==> config.mk <==
export PLATFORM = sky130hd
export DESIGN_NAME = cva6_pma_table_flat
export DESIGN_NICKNAME = d
export VERILOG_FILES = /design/src/rtl/cva6_pma_pkg.sv /design/src/rtl/cva6_pma_table_if.sv /design/src/rtl/cva6_pma_match.sv /design/src/rtl/cva6_pma_table.sv /design/src/flat_wrapper.sv
export SDC_FILE = /design/constraint.sdc
export NUM_CORES = 2
export LEC_CHECK = 0
export ABC_CLOCK_PERIOD_IN_PS = 14800
export BUFFER_PORTS_ARGS = -buffer_cell sky130_fd_sc_hd__buf_2
export CORE_UTILIZATION = 35
export DETAILED_ROUTE_END_ITERATION = 10
export PLACE_DENSITY = 0.56
export SLEW_MARGIN = 20
export SYNTH_ARGS = -nofsm -noshare
export SYNTH_HDL_FRONTEND = slang
export SYNTH_SLANG_ARGS = --single-unit
==> constraint.sdc <==
create_clock -name clk_i -period 14.8 [get_ports clk_i]
set_input_delay 1.48 -clock clk_i [delete_from_list [all_inputs] [get_ports clk_i]]
set_output_delay 1.48 -clock clk_i [all_outputs]
set_load 0.05 [all_outputs]
==> src/rtl/cva6_pma_pkg.sv <==
// Shared types for the runtime-programmable PMA table: attribute/rule payloads,
// the no-match default attribute and the modular region match helper.
package cva6_pma_pkg;

    localparam int unsigned PmaAddrWidth = 56;
    localparam int unsigned MaxPmaRules  = 16;
    localparam int unsigned EpochWidth   = 8;

    typedef struct packed {
        logic cacheable;
        logic nonidem;
        logic exec;
    } pma_attr_t;

    typedef struct packed {
        logic [PmaAddrWidth-1:0] base;
        logic [PmaAddrWidth-1:0] length;
        pma_attr_t               attr;
        logic                    lock;
    } pma_rule_t;

    localparam pma_attr_t PMA_DEFAULT_ATTR = '{cacheable: 1'b0, nonidem: 1'b1, exec: 1'b0};

    // Offset compare wraps modulo 2^PmaAddrWidth, so regions may straddle the top of memory.
    function automatic logic rule_match(input logic [PmaAddrWidth-1:0] addr,
                                        input logic [PmaAddrWidth-1:0] base,
                                        input logic [PmaAddrWidth-1:0] length);
        logic [PmaAddrWidth-1:0] offset;
        offset = addr - base;
        return offset < length;
    endfunction

endpackage

==> src/rtl/cva6_pma_table_if.sv <==
// Configuration port and lookup channels of the PMA table.
// Master drives requests and addresses; slave (the table) returns responses.
interface cva6_pma_table_if
    import cva6_pma_pkg::*;
#(
    parameter int unsigned NrRules   = 4,
    parameter int unsigned NrPorts   = 2,
    parameter int unsigned AddrWidth = PmaAddrWidth
);
    localparam int unsigned IdxW = (NrRules > 1) ? $clog2(NrRules) : 1;

    logic                                cfg_req_i;
    logic                                cfg_we_i;
    logic [IdxW-1:0]                     cfg_idx_i;
    pma_rule_t                           cfg_wdata_i;
    logic                                cfg_gnt_o;
    logic                                cfg_rvalid_o;
    pma_rule_t                           cfg_rdata_o;
    logic                                cfg_err_o;
    logic [EpochWidth-1:0]               cfg_epoch_o;

    logic [NrPorts-1:0]                  lkup_valid_i;
    logic [NrPorts-1:0][AddrWidth-1:0]   lkup_addr_i;
    logic [NrPorts-1:0]                  lkup_valid_o;
    logic [NrPorts-1:0]                  lkup_hit_o;
    pma_attr_t [NrPorts-1:0]             lkup_attr_o;

    modport master (
        output cfg_req_i, cfg_we_i, cfg_idx_i, cfg_wdata_i, lkup_valid_i, lkup_addr_i,
        input  cfg_gnt_o, cfg_rvalid_o, cfg_rdata_o, cfg_err_o, cfg_epoch_o,
               lkup_valid_o, lkup_hit_o, lkup_attr_o
    );

    modport slave (
        input  cfg_req_i, cfg_we_i, cfg_idx_i, cfg_wdata_i, lkup_valid_i, lkup_addr_i,
        output cfg_gnt_o, cfg_rvalid_o, cfg_rdata_o, cfg_err_o, cfg_epoch_o,
               lkup_valid_o, lkup_hit_o, lkup_attr_o
    );

endinterface

==> src/rtl/cva6_pma_match.sv <==
// Combinational priority matcher: the lowest-index rule whose region contains
// the address supplies the attributes; no match yields the default attribute.
module cva6_pma_match
    import cva6_pma_pkg::*;
#(
    parameter int unsigned NrRules = 4
) (
    input  logic [PmaAddrWidth-1:0] i_addr,
    input  pma_rule_t [NrRules-1:0] i_rules,
    output logic                    o_hit_c,
    output pma_attr_t               o_attr_c
);

    logic w_unused_lock;

    // Walk from the highest index down so the lowest matching index is assigned last.
    always_comb begin
        o_hit_c  = 1'b0;
        o_attr_c = PMA_DEFAULT_ATTR;
        for (int i = int'(NrRules) - 1; i >= 0; i--) begin
            if (rule_match(i_addr, i_rules[i].base, i_rules[i].length)) begin
                o_hit_c  = 1'b1;
                o_attr_c = i_rules[i].attr;
            end
        end
    end

    always_comb begin
        w_unused_lock = 1'b0;
        for (int unsigned i = 0; i < NrRules; i++) begin
            w_unused_lock = w_unused_lock ^ i_rules[i].lock;
        end
    end

endmodule

==> src/rtl/cva6_pma_table.sv <==
// Runtime-programmable PMA rule table with one configuration port and NrPorts
// registered lookup channels. Rule locking is built only with CVA6_PMA_LOCK_EN.
module cva6_pma_table
    import cva6_pma_pkg::*;
#(
    parameter int unsigned           NrRules   = 4,
    parameter int unsigned           NrPorts   = 2,
    parameter int unsigned           AddrWidth = PmaAddrWidth,
    parameter pma_rule_t [NrRules-1:0] RstRules = '0
) (
    input  logic             clk_i,
    input  logic             rst_ni,
    cva6_pma_table_if.slave  bus
);

    pma_rule_t [NrRules-1:0]   r_rules;
    logic                      r_rvalid;
    logic                      r_err;
    pma_rule_t                 r_rdata;
    logic [EpochWidth-1:0]     r_epoch;
    logic [NrPorts-1:0]        r_lkup_valid;
    logic [NrPorts-1:0]        r_hit;
    pma_attr_t [NrPorts-1:0]   r_attr;

    logic [NrRules-1:0]        w_sel;
    pma_rule_t                 w_cur;
    pma_rule_t                 w_wdata;
    logic                      w_idx_ok;
    logic                      w_locked;
    logic                      w_wr;
    logic                      w_changed;
    logic [NrPorts-1:0]        w_hit;
    pma_attr_t [NrPorts-1:0]   w_attr;

    // Decode the index without indexing past NrRules when it is not a power of two.
    always_comb begin
        w_sel = '0;
        w_cur = '0;
        for (int unsigned i = 0; i < NrRules; i++) begin
            if (32'(bus.cfg_idx_i) == i) begin
                w_sel[i] = 1'b1;
                w_cur    = r_rules[i];
            end
        end
    end

    assign w_idx_ok = 32'(bus.cfg_idx_i) < NrRules;

`ifdef CVA6_PMA_LOCK_EN
    assign w_locked = w_cur.lock;
    assign w_wdata  = bus.cfg_wdata_i;
`else
    logic w_unused_wlock;
    assign w_unused_wlock = bus.cfg_wdata_i.lock;
    assign w_locked       = 1'b0;
    always_comb begin
        w_wdata      = bus.cfg_wdata_i;
        w_wdata.lock = 1'b0;
    end
`endif

    assign w_wr      = bus.cfg_req_i && bus.cfg_we_i && w_idx_ok && !w_locked;
    assign w_changed = (w_wdata != w_cur);

    for (genvar p = 0; p < int'(NrPorts); p++) begin : g_chan
        cva6_pma_match #(
            .NrRules (NrRules)
        ) u_match (
            .i_addr   (PmaAddrWidth'(bus.lkup_addr_i[p])),
            .i_rules  (r_rules),
            .o_hit_c  (w_hit[p]),
            .o_attr_c (w_attr[p])
        );
    end

    // Rule storage and configuration response.
    always_ff @(posedge clk_i or negedge rst_ni) begin
        if (!rst_ni) begin
            for (int unsigned i = 0; i < NrRules; i++) begin
                r_rules[i] <= RstRules[i];
`ifndef CVA6_PMA_LOCK_EN
                r_rules[i].lock <= 1'b0;
`endif
            end
            r_rvalid <= 1'b0;
            r_err    <= 1'b0;
            r_rdata  <= '0;
            r_epoch  <= '0;
        end else begin
            if (w_wr) begin
                for (int unsigned i = 0; i < NrRules; i++) begin
                    if (w_sel[i]) begin
                        r_rules[i] <= w_wdata;
                    end
                end
                if (w_changed) begin
                    r_epoch <= r_epoch + EpochWidth'(1);
                end
            end
            r_rvalid <= bus.cfg_req_i;
            if (bus.cfg_req_i) begin
                r_err   <= !w_idx_ok || (bus.cfg_we_i && w_locked);
                r_rdata <= !w_idx_ok ? '0 : (w_wr ? w_wdata : w_cur);
            end
        end
    end

    // Lookup results hold their last value while a channel is idle.
    always_ff @(posedge clk_i or negedge rst_ni) begin
        if (!rst_ni) begin
            r_lkup_valid <= '0;
            r_hit        <= '0;
            r_attr       <= '0;
        end else begin
            r_lkup_valid <= bus.lkup_valid_i;
            for (int unsigned p = 0; p < NrPorts; p++) begin
                if (bus.lkup_valid_i[p]) begin
                    r_hit[p]  <= w_hit[p];
                    r_attr[p] <= w_attr[p];
                end
            end
        end
    end

    assign bus.cfg_gnt_o    = bus.cfg_req_i;
    assign bus.cfg_rvalid_o = r_rvalid;
    assign bus.cfg_err_o    = r_err;
    assign bus.cfg_rdata_o  = r_rdata;
    assign bus.cfg_epoch_o  = r_epoch;
    assign bus.lkup_valid_o = r_lkup_valid;
    assign bus.lkup_hit_o   = r_hit;
    assign bus.lkup_attr_o  = r_attr;

endmodule

==> src/flat_wrapper.sv <==
// flat-port wrapper written by rule: the top's interface ports become plain ports
module cva6_pma_table_flat import cva6_pma_pkg::*;
#(
    parameter int unsigned           NrRules   = 4,
    parameter int unsigned           NrPorts   = 2,
    parameter int unsigned           AddrWidth = PmaAddrWidth,
    parameter pma_rule_t [NrRules-1:0] RstRules = '0
)
  (clk_i, rst_ni, bus_cfg_req_i, bus_cfg_we_i, bus_cfg_idx_i, bus_cfg_wdata_i, bus_lkup_valid_i, bus_lkup_addr_i, bus_cfg_gnt_o, bus_cfg_rvalid_o, bus_cfg_rdata_o, bus_cfg_err_o, bus_cfg_epoch_o, bus_lkup_valid_o, bus_lkup_hit_o, bus_lkup_attr_o);
  cva6_pma_table_if #(.NrRules(NrRules), .NrPorts(NrPorts), .AddrWidth(AddrWidth)) bus_i ();
  input  logic clk_i;
  input  logic rst_ni;
  input wire logic [$bits(bus_i.cfg_req_i)-1:0] bus_cfg_req_i;
  input wire logic [$bits(bus_i.cfg_we_i)-1:0] bus_cfg_we_i;
  input wire logic [$bits(bus_i.cfg_idx_i)-1:0] bus_cfg_idx_i;
  input wire logic [$bits(bus_i.cfg_wdata_i)-1:0] bus_cfg_wdata_i;
  input wire logic [$bits(bus_i.lkup_valid_i)-1:0] bus_lkup_valid_i;
  input wire logic [$bits(bus_i.lkup_addr_i)-1:0] bus_lkup_addr_i;
  output wire logic [$bits(bus_i.cfg_gnt_o)-1:0] bus_cfg_gnt_o;
  output wire logic [$bits(bus_i.cfg_rvalid_o)-1:0] bus_cfg_rvalid_o;
  output wire logic [$bits(bus_i.cfg_rdata_o)-1:0] bus_cfg_rdata_o;
  output wire logic [$bits(bus_i.cfg_err_o)-1:0] bus_cfg_err_o;
  output wire logic [$bits(bus_i.cfg_epoch_o)-1:0] bus_cfg_epoch_o;
  output wire logic [$bits(bus_i.lkup_valid_o)-1:0] bus_lkup_valid_o;
  output wire logic [$bits(bus_i.lkup_hit_o)-1:0] bus_lkup_hit_o;
  output wire logic [$bits(bus_i.lkup_attr_o)-1:0] bus_lkup_attr_o;
  assign bus_i.cfg_req_i = bus_cfg_req_i;
  assign bus_i.cfg_we_i = bus_cfg_we_i;
  assign bus_i.cfg_idx_i = bus_cfg_idx_i;
  assign bus_i.cfg_wdata_i = bus_cfg_wdata_i;
  assign bus_i.lkup_valid_i = bus_lkup_valid_i;
  assign bus_i.lkup_addr_i = bus_lkup_addr_i;
  assign bus_cfg_gnt_o = bus_i.cfg_gnt_o;
  assign bus_cfg_rvalid_o = bus_i.cfg_rvalid_o;
  assign bus_cfg_rdata_o = bus_i.cfg_rdata_o;
  assign bus_cfg_err_o = bus_i.cfg_err_o;
  assign bus_cfg_epoch_o = bus_i.cfg_epoch_o;
  assign bus_lkup_valid_o = bus_i.lkup_valid_o;
  assign bus_lkup_hit_o = bus_i.lkup_hit_o;
  assign bus_lkup_attr_o = bus_i.lkup_attr_o;
  cva6_pma_table #(.NrRules(NrRules), .NrPorts(NrPorts), .AddrWidth(AddrWidth), .RstRules(RstRules)) u_core (.clk_i(clk_i), .rst_ni(rst_ni), .bus(bus_i));
endmodule
# Yosys cells after proc, flatten, opt, wreduce, memory -nomap -nowiden
# Index checks and enable logic that the tools add are counted.
# word_totals
out_inout_bits	137
register_bits	595
wordCells	90
# classes
addsub	9
n_eq_ne	4
n_reduce_logical	7
muxes	25
magnitude_cmp	8
# ops
operator	count
116-bit 2-to-1 mux	5
56-bit less-than comparator	8
56-bit subtractor	8
116-bit inequality test	1
3-bit 2-to-1 mux	8
1-bit 2-to-1 mux	12
2-bit AND reduction	5
8-bit by 1-bit adder with 8-bit output, second input constant	1
2-bit equality test, second input constant	2
2-bit by 1-bit equality test with 1-bit output, second input constant	1
2-bit logical NOT	1
1-bit logical AND	1

# Depth between registers and ports, before layout
# depth
ltp_word	7
depth_mapped	27
depth_no_buf	27

# Hierarchy
# From an unflattened synthesis, not the netlist that was laid out.
# unflattened
cells_unflattened	7072
hier_area_um2	62757.7
# modules_own_cells
module	area_per_inst_um2	n_inst	seq_area_each_um2	cells_per_inst
cva6_pma_table	26857.0	1	14864.3	1821
cva6_pma_match (u_core.g_chan[1].u_match)	18383.9	1	0.0	2719
cva6_pma_match (u_core.g_chan[0].u_match)	17516.8	1	0.0	2532

# Least setup slack after synthesis
# Ideal clock, no wire load.
# synth_timing
path_kind	input to register
start	input port bus_lkup_addr_i[0]
end	register u_core.r_attr (netlist bit u_core.bus.lkup_attr_o[0])
t_arrival_ns	6.360
path_slack_ns	8.318
setup_ns	0.123
cell_stages	26
t_required_ns	14.677
path_cell_list	inv_1 -> ha_1 -> inv_1 -> fa_1 -> a21oi_1 -> o21bai_1 -> o31a_1 -> a22o_1 -> a211oi_2 -> a31oi_1 -> a221oi_1 -> o21a_1 -> o21a_1 -> o21ai_1 -> xnor2_1 -> ha_1 -> a21o_1 -> a21o_1 -> a21o_1 -> a21oi_1 -> o21ai_0 -> a2111o_1 -> o21ai_0 -> nand2_1 -> o22a_1 -> o221a_2
# synth_between
elab_chain_len	6
# synth_rtl
element	line_no	source
start: declaration	flat_wrapper.sv:18	input wire logic [$bits(bus_i.lkup_addr_i)-1:0] bus_lkup_addr_i;
56-bit subtractor	cva6_pma_pkg.sv:29	offset = addr - base;
56-bit less-than comparator	cva6_pma_pkg.sv:30	return offset < length;
3-bit 2-to-1 mux (3 in a row)	cva6_pma_match.sv:21	if (rule_match(i_addr, i_rules[i].base, i_rules[i].length)) begin
3-bit 2-to-1 mux (*)	cva6_pma_match.sv:21	
end signal: indexed assignment	cva6_pma_table.sv:119	r_attr[p] <= w_attr[p];
end: declaration	cva6_pma_table.sv:23	pma_attr_t [NrPorts-1:0] r_attr;
# Every way passes the cells marked *; elsewhere a longest branch is shown, timed or not.
# A chain may end at the register's enable or synchronous reset.

# Worst setup path after layout
# layout_timing
start	input port bus_lkup_addr_i[0]
end	register u_core.r_attr (netlist bit u_core.bus.lkup_attr_o[2])
# Same word-level chain as after synthesis.

==> results.cfg <==
[synthesis]
synth-seq-cells = 594
postSynthCellCount = 6811
yosysWarnings = 0
synth_edf_count = 0
synth-main-ff-cell = dfrtp_1
synth_seq_area_share = 0.243
synth_area_per_cell_um2 = 8.97
netlist_area_mm2 = 0.0611
synth_cell_types = 99
synth-async-reset-ratio = 1.00

[final_layout]
finalCoreUtilization = 0.394
syn2layout_area_growth_pct = 11.3
final_common_cell = ha_1
layout_common_cells = ha_1, a21oi_1, dfrtp_1
multi_input_area_mm2 = 0.0433
drive_above_1_share = 0.150
fillers = 17500
ff_latch_area_mm2 = 0.0149
finalNetCount = 8198

[global_routing]
grt_pass1_wl_mm = 386
overflow = 0
antenna_found_initial = 24
grt_use_total = 0.305
grt_pass1_vias = 52600
grt_start_max_net_pins = 110

[power]
p_per_area_mw_per_mm2 = 171
power_switching_uw = 5700
p_clk_frac = 0.174
fin_total_pwr_uw = 11600
pwr-share-seq = 0.195
leakage_uw = 0.0322
p_comb_frac = 0.630
p_int_uw = 5910
ir_drop_mv = 0.0787
switching_share = 0.491

[floorplan]
die_w_um = 420
die_height_um = 420
die-area_mm2 = 0.176
top_level_ports = 373
coreArea_mm2 = 0.172
rows = 152
start_util = 0.354

[worst_setup_path]
critPathRequiredTime_ns = 15.40
worst_path_max_delay_cell = a221oi_1
r2r_end = u_core.bus.lkup_attr_o[1]$_DFFE_PN0P_
crit_family = compound AO/OA/AOI/OAI gates
crit_type = in2reg
critPathMaxFanout = 5
crit_buf_inv = 3
startpoint_type = input port
reg2reg_depth = 22
crit_top_cell = a21o_1
cp-end-kind = flop
r2r-start = u_core.r_rules[424]$_DFFE_PN0P_
crit_path_max_incr_delay_ns = 0.80
cp.arrival_ns = 9.39
r2r_slack_ns = 6.60

[timing]
hold_viol_final = 0
hold_ws_ns = 0.473
setup_viol = 0
worst_slew_pin_slew_ns = 1.26
fmax_mhz = 114
fin_crit_sh = 0.594
slew_headroom = 0.153
clock_skew_ns = 0.0382
finalSetupTns_ns = 0
rsz0062_at_grt = no
drv_slew = 0
min_period_ns = 8.79

[hold_path]
hold_path_end = u_core.bus.cfg_epoch_o[7]$_DFFE_PN0P_
min_path_type = reg2reg
min_from = u_core.bus.cfg_epoch_o[7]$_DFFE_PN0P_
holdPathStages = 1

[cts]
cts_buffers = 76
clock_path_buffers = 3
cts_hold_buf = 0
cts.sinks = 594
root_buffer = clkbuf_16
cts_resized = 0
path_clk_slew_ns = 0.06
cts_max_level = 3
cts_tree = built
clk_latency_ns = 0.72
cts_setup_buffers = 0

[routing]
route.detailed.wl_per_inst_um = 29.0
final_antenna_net_count = 0
via_per_inst = 5.86
drt_pre_antenna_iters = 8
drtIter0Drc = 5802
vias = 55400
routed_wl_mm = 274
drt_drc_violations_left = 0

[run]
maxCapViolations = 0

[place]
hpwlAfterDp_mm = 230
port_buffers = 369
finalWeightedCongestion = 1.01

[status]
outcome = finished, final reports clean
-- sequential cells by signal, summed over array words and instances (netlist names) --
| register | count |
|---|---|
| u_core.bus.lkup_attr_o | 6 |
| u_core.bus.cfg_rvalid_o | 1 |
| u_core.bus.lkup_valid_o | 2 |
| u_core.bus.cfg_epoch_o | 8 |
| u_core.bus.cfg_rdata_o | 115 |
| u_core.r_rules | 460 |
| u_core.bus.lkup_hit_o | 2 |
-- kinds of logic after synthesis --
| group | after synthesis | synth area share |
|---|---|---|
| adders and majority gates | 889 | 0.183 |
| other | 1 | 0.0000614 |
| xor gates and xnor gates | 537 | 0.0770 |
| muxes | 588 | 0.127 |
| DFF | 594 | 0.243 |
| AOI/OAI and AO/OA | 1991 | 0.206 |
| and+or+nand+nor | 1429 | 0.114 |
| buffers and inverters | 782 | 0.0489 |
-- synth_stat cells, types with 16 or more instances --
library cell  number  share of area
mux2_2           353          0.065
or2_2             18         0.0018
xnor2_1          321          0.046
a211oi_1          54         0.0066
nand2b_1          55         0.0056
inv_1            555          0.034
and3_1            68         0.0070
nor2_1           357          0.022
o211ai_1          29         0.0036
and2_1            24         0.0025
nor4_1            36         0.0037
clkbuf_1         179          0.011
xor2_1           216          0.031
a221oi_1          16         0.0023
a31oi_1           60         0.0061
a21oi_1          658          0.054
mux2i_1          120          0.020
dfrtp_1          594           0.24
o21a_1            70         0.0086
o21ai_0          380          0.031
nor3_1            57         0.0047
a21boi_0          17         0.0021
mux4_2           115          0.042
ha_1             881           0.18
o31ai_1           28         0.0034
and4_1            25         0.0036
nand4_1          150          0.015
nand2_1          391          0.024
o21bai_1          71         0.0087
buf_1             19         0.0012
nand3_1          116         0.0095
a211o_1           16         0.0023
nor2b_1           77         0.0079
buf_2             21         0.0017
a21o_1           410          0.050
-- area by class of cell --
cell class,count,area share
Tap cell,2310,0.0425
Antenna cell,6,0.000221
Timing Repair Buffer,410,0.0324
Clock buffer,107,0.0321
Multi-Input combinational cell,5436,0.637
Sequential cell,594,0.219
Inverter,555,0.0306
Clock inverter,27,0.00652
-- power by group through the flow --
stage                     Clock, uW  Sequential (uW)  Combinational (uW)
after floorplan                   0             2400                4550
after global placement            0             2260                7070
after CTS                      2060             2260                7160
final                          2020             2270                7310
after detailed placement          0             2280                7100
after global routing           2120             2300                7900
-- metal layers --
metal,part of all wire,up-vias,track usage
met5,0.00058,-,0
met1,0.45,27400,0.430
met3,0.067,399,0.0421
met4,0.046,22,0.128
li1,-,25500,-
met2,0.43,2117,0.464
-- through the flow --
stage                     cells  worst slack, ns  cell area (um^2)
final                      9445             6.01             68000
after global routing       9441             5.75             68000
after CTS                  9439             6.12             68000
after detailed placement   9305             5.37             65300
after global placement     9305             5.39             65300
after floorplan            6812             8.32             61100
-- worst max path at each step --
| stage | startpoint | end | slack (ns) | cells past startpoint |
|---|---|---|---|---|
| 2_1_floorplan | bus_lkup_addr_i[0] | u_core.bus.lkup_attr_o[0]$_DFFE_PN0P_ | 8.32 | 26 |
| 3_3_place_gp | bus_lkup_addr_i[0] | u_core.bus.lkup_attr_o[2]$_DFFE_PN0P_ | 5.39 | 27 |
| 3_5_place_dp | bus_lkup_addr_i[0] | u_core.bus.lkup_attr_o[2]$_DFFE_PN0P_ | 5.37 | 27 |
| 4_1_cts | bus_lkup_addr_i[0] | u_core.bus.lkup_attr_o[2]$_DFFE_PN0P_ | 6.12 | 27 |
| 5_1_grt | bus_lkup_addr_i[0] | u_core.bus.lkup_attr_o[2]$_DFFE_PN0P_ | 5.75 | 27 |
| 6_report | bus_lkup_addr_i[0] | u_core.bus.lkup_attr_o[2]$_DFFE_PN0P_ | 6.01 | 27 |
Note: power is estimated with default switching activity, not from simulation.
